File: config.mk
export PLATFORM = sky130hd
export DESIGN_NAME = adder_pipe_n_flat
export DESIGN_NICKNAME = d
export VERILOG_FILES = /design/src/rtl/adder_pipe_n_if.sv /design/src/rtl/adder_pipe_n.sv /design/src/flat_wrapper.sv
export SDC_FILE = /design/constraint.sdc
export NUM_CORES = 1
export LEC_CHECK = 0
export CORE_AREA = 2 2 72 126
export CTS_CLUSTER_DIAMETER = 40
export DETAILED_ROUTE_END_ITERATION = 6
export DIE_AREA = 0 0 74 128
export MAX_ROUTING_LAYER = met4
export PLACE_DENSITY = 0.7
export SLEW_MARGIN = 10
export SYNTH_ARGS = -nofsm -noshare
export SYNTH_HDL_FRONTEND = slang
export SYNTH_SLANG_ARGS = --single-unit
File: constraint.sdc
create_clock -name clk1 -period 3.8 [get_ports clk1]
set_clock_uncertainty 0.05 [all_clocks]
set_input_delay 0.76 -clock clk1 [delete_from_list [all_inputs] [get_ports clk1]]
set_output_delay 0.76 -clock clk1 [all_outputs]
set_load 0.01 [all_outputs]
File: src/rtl/adder_pipe_n_if.sv
// adder_pipe_n_if: operand/result handshake bundle
// master drives operands, slave is the adder
interface adder_pipe_n_if #(
  parameter int WIDTH = 16
);
  logic             in_valid;
  logic             in_ready;
  logic [WIDTH-1:0] a;
  logic [WIDTH-1:0] b;
  logic             cin;
  logic             out_valid;
  logic             out_ready;
  logic [WIDTH-1:0] sum;
  logic             cout;
  logic             ovf;

  modport master (
    output in_valid, a, b, cin, out_ready,
    input  in_ready, out_valid, sum, cout, ovf
  );

  modport slave (
    input  in_valid, a, b, cin, out_ready,
    output in_ready, out_valid, sum, cout, ovf
  );
endinterface

File: src/rtl/adder_pipe_n.sv
// adder_pipe_n: pipelined ripple adder, one CHUNK slice per stage
// global stall: every stage holds while the output is blocked
module adder_pipe_n #(
  parameter int WIDTH = 16,
  parameter int CHUNK = 4
) (
  input logic         clk1,
  input logic         rst_n,
  adder_pipe_n_if.slave io
);
  localparam int STAGES = WIDTH / CHUNK;

  if (WIDTH % CHUNK != 0) begin : g_bad
    $error("adder_pipe_n: WIDTH must be a multiple of CHUNK");
  end

  logic stall;
  logic adv;
  logic out_vld;

  // a blocked output freezes the whole pipe
  always_comb begin
    stall = out_vld && !io.out_ready;
    adv   = !stall;
  end

  assign io.in_ready = adv;

  for (genvar k = 0; k < STAGES; k++) begin : g_st
    localparam int R = WIDTH - k * CHUNK;
    localparam int L = k * CHUNK;

    logic             sv;
    logic             sc;
    logic [R-1:0]     ra;
    logic [R-1:0]     rb;
    logic [L-1+1:0]   s_lo_dummy;
    logic             ld;
    logic [CHUNK:0]   t;
    logic [L+CHUNK-1:0] s_new;
    logic             vld_d, vld_q;
    logic             c_d, c_q;
    logic [L+CHUNK-1:0] s_d, s_q;

    assign s_lo_dummy = '0;

    if (k == 0) begin : g_src
      assign sv    = io.in_valid;
      assign ra    = io.a;
      assign rb    = io.b;
      assign sc    = io.cin;
      assign s_new = t[CHUNK-1:0];
    end else begin : g_src
      assign sv    = g_st[k-1].vld_q;
      assign ra    = g_st[k-1].g_up.a_q;
      assign rb    = g_st[k-1].g_up.b_q;
      assign sc    = g_st[k-1].c_q;
      assign s_new = {t[CHUNK-1:0], g_st[k-1].s_q};
    end

    // add this slice; load only on advance with valid data
    always_comb begin
      t = {1'b0, ra[CHUNK-1:0]}
        + {1'b0, rb[CHUNK-1:0]}
        + (CHUNK+1)'(sc);
      ld    = adv && sv;
      vld_d = adv ? sv : vld_q;
      c_d   = ld ? t[CHUNK] : c_q;
      s_d   = ld ? s_new : s_q;
    end

    // stage valid, carry and finished low sum slices
    always_ff @(posedge clk1 or negedge rst_n) begin
      if (!rst_n) begin
        vld_q <= 1'b0;
        c_q   <= 1'b0;
        s_q   <= '0;
      end else begin
        vld_q <= vld_d;
        c_q   <= c_d;
        s_q   <= s_d;
      end
    end

    if (k < STAGES - 1) begin : g_up
      logic [R-CHUNK-1:0] a_d, a_q;
      logic [R-CHUNK-1:0] b_d, b_q;

      // carry forward the operand slices not yet added
      always_comb begin
        a_d = ld ? ra[R-1:CHUNK] : a_q;
        b_d = ld ? rb[R-1:CHUNK] : b_q;
      end

      // upper operand registers
      always_ff @(posedge clk1 or negedge rst_n) begin
        if (!rst_n) begin
          a_q <= '0;
          b_q <= '0;
        end else begin
          a_q <= a_d;
          b_q <= b_d;
        end
      end
    end else begin : g_last
      logic ovf_d, ovf_q;

      // carry into msb xor carry out of msb
      always_comb begin
        ovf_d = ld ? (ra[R-1] ^ rb[R-1]
                    ^ t[CHUNK-1] ^ t[CHUNK])
                   : ovf_q;
      end

      // registered signed overflow
      always_ff @(posedge clk1 or negedge rst_n) begin
        if (!rst_n) ovf_q <= 1'b0;
        else        ovf_q <= ovf_d;
      end
    end
  end

  assign out_vld      = g_st[STAGES-1].vld_q;
  assign io.out_valid = out_vld;
  assign io.sum       = g_st[STAGES-1].s_q;
  assign io.cout      = g_st[STAGES-1].c_q;
  assign io.ovf       = g_st[STAGES-1].g_last.ovf_q;
endmodule

File: src/flat_wrapper.sv
// flat-port wrapper written by rule: the top's interface ports become plain ports
module adder_pipe_n_flat 
#(
  parameter int WIDTH = 16,
  parameter int CHUNK = 4
)
  (clk1, rst_n, io_in_valid, io_a, io_b, io_cin, io_out_ready, io_in_ready, io_out_valid, io_sum, io_cout, io_ovf);
  adder_pipe_n_if #(.WIDTH(WIDTH)) io_i ();
  input logic clk1;
  input logic rst_n;
  input wire logic [$bits(io_i.in_valid)-1:0] io_in_valid;
  input wire logic [$bits(io_i.a)-1:0] io_a;
  input wire logic [$bits(io_i.b)-1:0] io_b;
  input wire logic [$bits(io_i.cin)-1:0] io_cin;
  input wire logic [$bits(io_i.out_ready)-1:0] io_out_ready;
  output wire logic [$bits(io_i.in_ready)-1:0] io_in_ready;
  output wire logic [$bits(io_i.out_valid)-1:0] io_out_valid;
  output wire logic [$bits(io_i.sum)-1:0] io_sum;
  output wire logic [$bits(io_i.cout)-1:0] io_cout;
  output wire logic [$bits(io_i.ovf)-1:0] io_ovf;
  assign io_i.in_valid = io_in_valid;
  assign io_i.a = io_a;
  assign io_i.b = io_b;
  assign io_i.cin = io_cin;
  assign io_i.out_ready = io_out_ready;
  assign io_in_ready = io_i.in_ready;
  assign io_out_valid = io_i.out_valid;
  assign io_sum = io_i.sum;
  assign io_cout = io_i.cout;
  assign io_ovf = io_i.ovf;
  adder_pipe_n #(.WIDTH(WIDTH), .CHUNK(CHUNK)) u_core (.clk1(clk1), .rst_n(rst_n), .io(io_i));
endmodule
# [After elaboration in Yosys (flattened, before gate mapping)]
# Index checks and enable logic that the tools add are counted.
[classes] add_sub_neg=8 n_bitwise=3 reduce_logical=7
[op_table] operator="4-bit by 4-bit adder with 5-bit output" n=4
[op_table] operator="5-bit by 1-bit adder with 5-bit output" n=4
[op_table] operator="1-bit logical AND" n=5
[op_table] operator="1-bit XOR" n=3
[op_table] operator="1-bit zero test" n=2
[totals] inputBits=37 out_inout_bits=20 regBits=97 word_cells=37

# [Depth between registers and ports, before layout]
# Gate-level depths: netlist of run 1.
[logic_depth] depth_word=4 ltp_mapped=7

# [Worst setup path after synthesis of run 1]
# Ideal clock, no wire load.
[synth_path] path_kind="input to register" start="input port io_cin" end="register u_core.g_st[0].c_q" setup_time_ps=126 path_stages=7 t_arrival_ps=1820 t_required_ps=3624 slack_ps=1804 cell_sequence="fa_1 -> inv_1 -> fa_1 -> inv_1 -> a21o_1 -> a21oi_1 -> o21ai_0"
[synth_between] elab_chain_len=1
[synth_lines] item="from (decl)" line_no="flat_wrapper.sv:14" rtl="input wire logic [$bits(io_i.cin)-1:0] io_cin;"
[synth_lines] item="5-bit by 1-bit adder with 5-bit output" line_no="adder_pipe_n.sv:65" rtl="+ (CHUNK+1)'(sc);"
[synth_lines] item="to (signal assigned)" line_no="adder_pipe_n.sv:76" rtl="c_q <= 1'b0;"
[synth_lines] item="to (signal assigned)" line_no="adder_pipe_n.sv:80" rtl="c_q <= c_d;"
[synth_lines] item="to (decl)" line_no="adder_pipe_n.sv:42" rtl="logic c_d, c_q;"
# Every way passes these cells.
# A chain may end at the register's enable or synchronous reset.

# [Final worst setup path of run 1]
[layout_path] start="input port io_out_ready" end="output port io_in_ready"
[layout_between] elab_chain_len=3
[layout_lines] item="from (decl)" line_no="flat_wrapper.sv:15" rtl="input wire logic [$bits(io_i.out_ready)-1:0] io_out_ready;"
[layout_lines] item="1-bit zero test" line_no="adder_pipe_n.sv:23" rtl="stall = out_vld && !io.out_ready;"
[layout_lines] item="1-bit logical AND" line_no="adder_pipe_n.sv:23"
[layout_lines] item="1-bit zero test" line_no="adder_pipe_n.sv:24" rtl="adv = !stall;"
[layout_lines] item="to (decl)" line_no="flat_wrapper.sv:16" rtl="output wire logic [$bits(io_i.in_ready)-1:0] io_in_ready;"
# Every way passes these cells.

==> impl_metrics.tcl, run 1 <==
set metrics [dict create \
    p_per_area_nw_per_um2 838 \
    seqCellArea_um2 2430 \
    syn-cell-area_um2 4140 \
    synth_edf_count 0 \
    crit_slowest_cell "clkdlybuf4s50_1" \
    crit_buf_inv 3 \
    synth_ff_type "dfrtp_1" \
    crit_start "io_out_ready" \
    grt_pass1_vias 2390 \
    arrival_ns 1.95 \
    fmax_mhz 362 \
    path_clk_slew_ns 0.06 \
    drtIter0Drc 160 \
    die_area_um2 9470 \
    reg2reg_depth 6 \
    area_growth_pct 23.5 \
    stdcell_area_um2 5120 \
    wl_um 6360 \
    async_flop_share_pct 100 \
    reg2reg_to "u_core.io.ovf" \
    cp-start-kind "input port" \
    dpl.hpwl_um 4310 \
    pwr-share-comb_pct 35.4 \
    fin_crit_sh_pct 72.8 \
    port_buffers 56 \
    ys_warn_count 0 \
    drive_gt1_share_pct 29.9 \
    grt_pass1_wl_um 11300 \
    clockBufferDepth 2 \
    rows 45 \
    holdBufCountCts 0 \
    worstSkewPairLatency_ns 0.34 \
    netlist_instances 281 \
    synth_area_per_cell_um2 14.7 \
    cp_max_fo 6 \
    io_pins 57 \
    pre_cts_ws_ns 1.04 \
    drv_cap 0 \
    ys_types 19 \
    dpl_cell_area_um2 4770 \
    gp_congestion 0.729 \
    vias 2280 \
    nets 397 \
    cts_resized 0 \
    p_switching_mw 1.24 \
    p_leak_nw 2.30 \
    ir_drop_mv 0.360 \
    crit-reg2reg-launch "u_core.g_st[2].c_q" \
    p_int_mw 3.05 \
    hold_violations 0 \
    cts_root_buf "clkbuf_16" \
    drc_errors 0 \
    rsz0062_at_grt "no" \
    via_per_inst 4.94 \
    end_kind "output pin" \
    num-fill-cells 680 \
    sw_frac_of_total_pct 28.8 \
    num_antenna_cells 0 \
    setup_viol 0 \
    core_um2 8500 \
    antenna_left 0 \
    track_usage_pct 16.3 \
    cp-endpoint "io_in_ready" \
    report.final.slew_viol_count 0 \
    pwr-share-clk_pct 23.7 \
    crit_chain "clkdlybuf4s50_1 -> nor2b_4 -> inv_6 -> clkdlybuf4s50_1" \
    required_ns 2.99 \
    path_depth 4 \
    htreeDepth 3 \
    outcome "finished, final reports clean" \
    path_class "input port to output pin" \
    final.setup.worst_slack_ns 1.04 \
    synthesis.nets 338 \
    drt-wirelength-per-cell_um 13.8 \
    postCtsSetupRepairBufs 0 \
    cts_tree "yes" \
    slew_headroom_pct 28.9 \
    max_stage_delay_ns 0.53 \
    multi_input_comb_area_um2 1580 \
    post-route-min-period_ns 2.76 \
    synth-seq-cells 97 \
    die-width_um 74 \
    crit_family "buffers and inverters" \
    numCtsBuffers 9 \
    grt_overflow 0 \
    min_path_type "register to register" \
    tightest_slew_ns 1.07 \
    die_h_um 128 \
    cts_sinks 97 \
    start_util_pct 48.7 \
    dr.pass1.iters 4 \
    antenna_found_initial 0 \
    reg2reg_slack_ns 1.71 \
    ys_seq_area_share_pct 58.6 \
    cp_common_cell "clkdlybuf4s50_1" \
    tns_ns 0 \
    grt_max_degree 88 \
    power_frac_seq_pct 40.9 \
]
-- final cells by class --
class	instances	area share, %
Tap cell	117	2.86
Clock buffer	13	5.48
Multi-Input combinational cell	165	30.9
Sequential cell	97	47.4
Timing Repair Buffer	58	11.2
Inverter	9	0.758
Clock inverter	3	1.34
-- tightest hold or removal path, cell delays in order, from the launching register on --
cell and delay [ns]:
dfrtp_1 0.34, nand2_1 0.04, o21ai_0 0.06
-- logic make-up (layout without fill, tap and decap cells) --
| family | count (synthesis) | in the layout | share of synthesized area, % |
|---|---|---|---|
| DFF | 97 | 97 | 58.6 |
| adders and majority gates | 20 | 20 | 7.49 |
| AOI/OAI and AO/OA | 31 | 31 | 4.23 |
| and+or+nand+nor | 27 | 27 | 3.11 |
| buffers and inverters | 19 | 83 | 3.20 |
| muxes | 78 | 78 | 21.5 |
| xor gates and xnor gates | 9 | 9 | 1.90 |
-- state kept, by name (all words and copies together) (netlist names) --
| signal | flops |
|---|---|
| u_core.g_st.c_q | 3 |
| u_core.io.out_valid | 1 |
| u_core.io.sum | 16 |
| u_core.g_st.vld_q | 3 |
| u_core.g_st.g_up.a_q | 24 |
| u_core.g_st.g_up.b_q | 24 |
| u_core.io.ovf | 1 |
| u_core.io.cout | 1 |
| u_core.g_st.s_q | 24 |
-- power groups by stage --
stage	sequential, mW	clock (mW)	combinational [mW]
5_1_grt	1.82	1.10	1.71
4_1_cts	1.76	1.05	1.55
2_1_floorplan	1.75	0	1.11
6_report	1.75	1.02	1.52
3_5_place_dp	1.78	0	1.55
3_3_place_gp	1.75	0	1.50
-- Yosys cell counts (5+ instances only) --
cell type / count / area share [%]
nand2_1: 21 / 1.9
xor2_1: 6 / 1.3
ha_1: 12 / 3.6
buf_4: 5 / 0.91
fa_1: 8 / 3.9
buf_6: 5 / 1.4
o21ai_0: 15 / 1.8
inv_1: 8 / 0.72
mux2_2: 75 / 20
dfrtp_1: 97 / 59
a21oi_1: 8 / 0.97
a21o_1: 8 / 1.4
-- worst min-delay path by stage --
stage	start	end	slack [ns]	cells after the start
after floorplan	u_core.g_st[0].s_q[1]	u_core.g_st[0].s_q[1]	0.39	2
after global placement	u_core.g_st[2].s_q[10]	u_core.g_st[2].s_q[10]	0.41	2
after detailed placement	u_core.g_st[2].s_q[10]	u_core.g_st[2].s_q[10]	0.42	2
after CTS	u_core.g_st[2].s_q[10]	u_core.g_st[2].s_q[10]	0.43	2
after global routing	u_core.io.sum[14]	u_core.io.sum[14]	0.46	2
final	u_core.g_st[2].s_q[10]	u_core.g_st[2].s_q[10]	0.42	2
-- per-layer routing --
layer	track usage, %	up-vias	share of wire (%)
met1	20.6	1135	43
li1	-	1086	-
met2	24.4	46	51
met3	4.01	13	3.6
met5	-	-	0
met4	7.70	0	2.4
-- through the flow --
| step | std cells | hold WS, ns | total power [mW] | utilization (%) |
|---|---|---|---|---|
| CTS | 462 | 0.431 | 4.36 | 60.2 |
| global placement | 446 | 0.408 | 3.25 | 56.1 |
| finish | 462 | 0.424 | 4.29 | 60.2 |
| global route | 462 | 0.458 | 4.63 | 60.2 |
| floorplan | 281 | 0.395 | 2.86 | - |
| detailed placement | 446 | 0.417 | 3.33 | 56.1 |
-- placed cells by master (no fill, tap or decap) --
cell type | Yosys | routed
a21o_1 | 8 | 8
nor2b_4 | 1 | 1
nand2_2 | 3 | 3
inv_1 | 8 | 8
o21ai_0 | 15 | 15
buf_4 | 5 | 3
xor2_1 | 6 | 6
nand2_1 | 21 | 21
inv_6 | 1 | 2
nand2b_1 | 1 | 1
clkdlybuf4s50_1 | 0 | 55
clkbuf_8 | 0 | 4
xnor2_1 | 3 | 3
a21oi_1 | 8 | 8
bufinv_16 | 0 | 2
fa_1 | 8 | 8
ha_1 | 12 | 12
nand2_4 | 1 | 1
clkbuf_16 | 0 | 9
dfrtp_1 | 97 | 97
mux2_2 | 75 | 75
mux2_4 | 3 | 3
(Power assumes the default switching activity.)
==> run 2: changes to the inputs <==
Clock period 3.8 ns to 2.9 ns, I/O delays scaled along.
==> run 2 against run 1 <==
  * Core utilization shrank 0.12 points
  * Sequential power grew 31%
  * Global-route usage shrank 1.2 points
  * Critical path depth is the same
  * Flip-flop and latch count is the same
  * Sequential share of layout area grew 0.093 points
==> impl_metrics.tcl, run 2 (synthesized netlist as in run 1, its figures left out) <==
set metrics [dict create \
    outcome "finished, final reports clean" \
    numCtsBuffers 9 \
    io_pins 57 \
    ir_drop_mv 0.511 \
    fin_crit_sh_pct 83.0 \
    dpl.cell_count 447 \
    wl_um 6190 \
    end_kind "output pin" \
    cp_max_fo 6 \
    grt_max_degree 51 \
    p_leak_nw 2.29 \
    postCtsSetupRepairBufs 0 \
    fmax_mhz 416 \
    p_per_area_nw_per_um2 1070 \
    holdBufCountCts 0 \
    grt_pass1_vias 2333 \
    nets 398 \
    cts_root_buf "clkbuf_16" \
    worstSkewPairLatency_ns 0.33 \
    cp-start-kind "input port" \
    tightest_slew_ns 0.607 \
    crit-reg2reg-launch "u_core.g_st[2].c_q" \
    grt_pass1_wl_um 10600 \
    grt_overflow 0 \
    fin_util_pct 60.1 \
    via_per_inst 4.90 \
    rows 45 \
    top_regs "u_core.g_st.g_up.a_q (24), u_core.g_st.g_up.b_q (24), u_core.g_st.s_q (24)" \
    drc_errors 0 \
    port_buffers 56 \
    gp_congestion 0.735 \
    cts_tree "yes" \
    area_growth_pct 23.3 \
    post-route-min-period_ns 2.41 \
    antenna_left 0 \
    cts_resized 0 \
    die_h_um 128 \
    reg2reg_depth 6 \
    slew_headroom_pct 59.5 \
    die-width_um 74 \
    die_area_um2 9470 \
    arrival_ns 1.78 \
    report.final.slew_viol_count 0 \
    hold_violations 0 \
    rsz0062_at_grt "no" \
    cp-endpoint "io_in_ready" \
    vias 2271 \
    holdWs_ns 0.209 \
    mostFrequentLayoutCells "dfrtp_1, mux2_2, clkdlybuf4s50_1, nand2_1, o21ai_0" \
    dpl.hpwl_um 4340 \
    dr.pass1.iters 4 \
    drv_cap 0 \
    drt-wirelength-per-cell_um 13.4 \
    track_usage_pct 15.1 \
    path_class "input port to output pin" \
    num-fill-cells 663 \
    required_ns 2.27 \
    reg2reg_slack_ns 0.82 \
    cts_sinks 97 \
    htreeDepth 3 \
    setup_viol 0 \
    final_common_cell "dfrtp_1" \
    core_um2 8500 \
    drive_gt1_share_pct 30.1 \
    clockBufferDepth 2 \
    num_antenna_cells 0 \
    crit_start "io_out_ready" \
    drtIter0Drc 116 \
    tns_ns 0 \
    min_path_type "input port to asynchronous set/reset pin" \
    final_cells 463 \
    start_util_pct 48.7 \
    path_clk_slew_ns 0.06 \
    reg2reg_to "u_core.io.ovf" \
    antenna_found_initial 0 \
]
-- run 2: per-layer routing --
layer	global-route usage, %	vias up	routed length [um]
met5	-	-	0
met4	5.78	0	92
met3	3.85	7	226
met2	25.0	41	3280
met1	17.3	1135	2590
li1	-	1088	-
-- run 2: worst min path at each step --
stage                               start                    end  slack (ns)  cells past startpoint
floorplan                           rst_n     u_core.g_st[0].c_q        0.23                      0
global placement    u_core.g_st[2].s_q[9]  u_core.g_st[2].s_q[9]        0.41                      2
detailed placement  u_core.g_st[0].s_q[2]  u_core.g_st[0].s_q[2]        0.42                      2
CTS                                 rst_n  u_core.g_st[2].s_q[3]        0.23                      1
global route                        rst_n       u_core.io.sum[2]        0.26                      1
finish                              rst_n       u_core.io.sum[2]        0.21                      1
-- run 2: worst max-delay path: stages --
cell and delay (ns):
clkdlybuf4s50_1 0.44, nor2b_4 0.21, inv_6 0.07, clkdlybuf4s50_1 0.47
-- run 2: layout make-up --
cell class	count	area (um2)	area share (%)
Clock buffer	11	253	4.95
Clock inverter	5	53.8	1.05
Inverter	9	38.8	0.759
Multi-Input combinational cell	165	1580	31.0
Sequential cell	97	2430	47.5
Tap cell	117	146	2.87
Timing Repair Buffer	59	606	11.9
-- run 2: power by group --
part           internal [mW]  switching (mW)  leakage [nW]
registers               1.96           0.327          1.16
logic                   1.20           0.813         0.982
clock network          0.712           0.464         0.155
-- run 2: through the flow --
stage                     total power, mW  instance area (um2)  setup slack [ns]
after detailed placement             4.38                 4800             0.492
final                                5.48                 5110             0.494
after global routing                 5.91                 5110             0.448
after floorplan                      3.75                 4140             0.955
after global placement               4.29                 4800             0.512
after CTS                            5.58                 5110             0.486
==> run 3: changes to the inputs <==
Clock period 2.9 ns to 2.3 ns, I/O delays scaled along.
==> run 3 against run 2 <==
  * Non-clock buffer count rose by 3
  * Highest routed layer unchanged
  * Count of clock-buffer cells in the layout is 1 lower
  * Core utilization increased by 0.56 points
  * Setup slack lost 0.36 ns
  * Final cell count is 0.65% higher
  * Critical path depth stayed put
  * Hold slack gained 0.21 ns
  * Global-route usage rose by 1.3 points
==> impl_metrics.tcl, run 3 (synthesized netlist as in run 1, its figures left out) <==
set metrics [dict create \
    outcome "finished, final reports clean" \
    antenna_left 0 \
    p_int_mw 4.91 \
    pwr-share-clk_pct 21.3 \
    grt_max_degree 49 \
    p_per_area_nw_per_um2 1360 \
    max_stage_delay_ns 0.53 \
    postCtsSetupRepairBufs 0 \
    crit_slowest_cell "clkdlybuf4s50_1" \
    setup_viol 0 \
    whs_path_depth 2 \
    antenna_found_initial 0 \
    hold_violations 0 \
    mostFrequentLayoutCells "dfrtp_1, mux2_2, clkdlybuf4s50_1, nand2_1, o21ai_0" \
    port_buffers 56 \
    drt-wirelength-per-cell_um 13.8 \
    path_depth 4 \
    min_path_type "register to register" \
    worstSkewPairLatency_ns 0.34 \
    cts_root_buf "clkbuf_16" \
    rsz0062_at_grt "no" \
    cp-start-kind "input port" \
    power_frac_seq_pct 41.3 \
    track_usage_pct 16.4 \
    drtIter0Drc 81 \
    ir_drop_mv 0.721 \
    start_util_pct 48.7 \
    area_growth_pct 24.4 \
    cts_tree "yes" \
    die_h_um 128 \
    wl_um 6450 \
    final_cells 466 \
    end_kind "output pin" \
    pre_cts_ws_ns 0.0807 \
    path_class "input port to output pin" \
    final.setup.worst_slack_ns 0.135 \
    clockBufferDepth 2 \
    cts_resized 0 \
    num_antenna_cells 0 \
    tightest_slew_ns 0.331 \
    cts_sinks 97 \
    cp_max_fo 6 \
    arrival_ns 1.66 \
    crit_chain "clkdlybuf4s50_1 -> nor2b_4 -> inv_6 -> clkdlybuf4s50_1" \
    holdBufCountCts 1 \
    gp_congestion 0.747 \
    die_area_um2 9470 \
    grt_overflow 0 \
    p_switching_mw 2.10 \
    fin_crit_sh_pct 94.1 \
    cp_common_cell "clkdlybuf4s50_1" \
    vias 2275 \
    rows 45 \
    drv_cap 0 \
    slew_headroom_pct 77.9 \
    htreeDepth 3 \
    numCtsBuffers 9 \
    nets 401 \
    sw_frac_of_total_pct 30.0 \
    grt_pass1_wl_um 11300 \
    final_common_cell "dfrtp_1" \
    post-route-min-period_ns 2.17 \
    fmax_mhz 462 \
    drc_errors 0 \
    path_clk_slew_ns 0.06 \
    tns_ns 0 \
    crit_family "buffers and inverters" \
    die-width_um 74 \
    grt_pass1_vias 2428 \
    p_leak_nw 2.31 \
    dpl.cell_count 449 \
    via_per_inst 4.88 \
    io_pins 57 \
    crit_buf_inv 3 \
    report.final.slew_viol_count 0 \
    drive_gt1_share_pct 30.4 \
    required_ns 1.79 \
    core_um2 8500 \
    dr.pass1.iters 4 \
    reg2reg_depth 6 \
    pwr-share-comb_pct 37.4 \
    dpl.hpwl_um 4480 \
    top_regs "u_core.g_st.g_up.a_q (24), u_core.g_st.g_up.b_q (24), u_core.g_st.s_q (24)" \
]
run 3: changes by cell type in the layout (fill, tap and decap cells not counted):
cell	before	now
buf_12	2	4
clkbuf_8	2	1
clkinv_2	3	2
clkinvlp_4	0	1
dlygate4sd3_1	0	1
inv_6	1	2
run 3: metrics by stage:
step | cell area, um2 | hold slack (ns) | total power, mW | util (%)
finish | 5150 | 0.424 | 7.01 | 60.6
global route | 5150 | 0.455 | 7.57 | 60.6
CTS | 5150 | 0.432 | 7.13 | 60.6
detailed placement | 4840 | 0.338 | 5.59 | 56.9
global placement | 4840 | 0.332 | 5.47 | 56.9
floorplan | 4140 | 0.114 | 4.73 | -
run 3: worst paths after layout:
path / start / endpoint / slack, ns
hold reg to reg: u_core.g_st[2].s_q[10] / u_core.g_st[2].s_q[10] / 0.42
hold / removal: u_core.g_st[2].s_q[10] / u_core.g_st[2].s_q[10] / 0.42
setup reg to reg: u_core.g_st[2].c_q / u_core.io.ovf / 0.19
setup / recovery: io_out_ready / io_in_ready / 0.13
min in group asynchronous: rst_n / u_core.io.sum[3] / 0.53
max in group asynchronous: rst_n / u_core.io.sum[13] / 1.04
run 3: power groups by stage:
stage | Combinational [mW] | Sequential, mW | Clock, mW
after global placement | 2.57 | 2.90 | 0
after global routing | 2.96 | 3.00 | 1.61
after floorplan | 1.84 | 2.89 | 0
after CTS | 2.68 | 2.91 | 1.54
final | 2.62 | 2.90 | 1.49
after detailed placement | 2.65 | 2.94 | 0
run 3: final cells by class:
cell class / count / area, um2
inverters: 9 / 38.8
fillers: 676 / 3350
clock buffers: 10 / 239
flip-flops and latches: 97 / 2430
repair buffers: 62 / 656
well taps: 117 / 146
multi-input cells: 165 / 1580
clock inverters: 6 / 65.1
run 3: routing by layer:
metal	GRT usage, %	wire length, um	up-vias
met5	-	0	-
met4	7.06	127	0
met3	3.93	235	9
met2	26.1	3440	45
met1	19.7	2640	1126
li1	-	-	1095
run 3: worst register-to-register path, delay by kind of cell, from the launching register on:
kind,cells,cell delay (ns)
adder cells (fa/ha/maj),2,0.89
flip-flops,1,0.40
AO/OA/AOI/OAI,3,0.49
XOR/XNOR,1,0.16
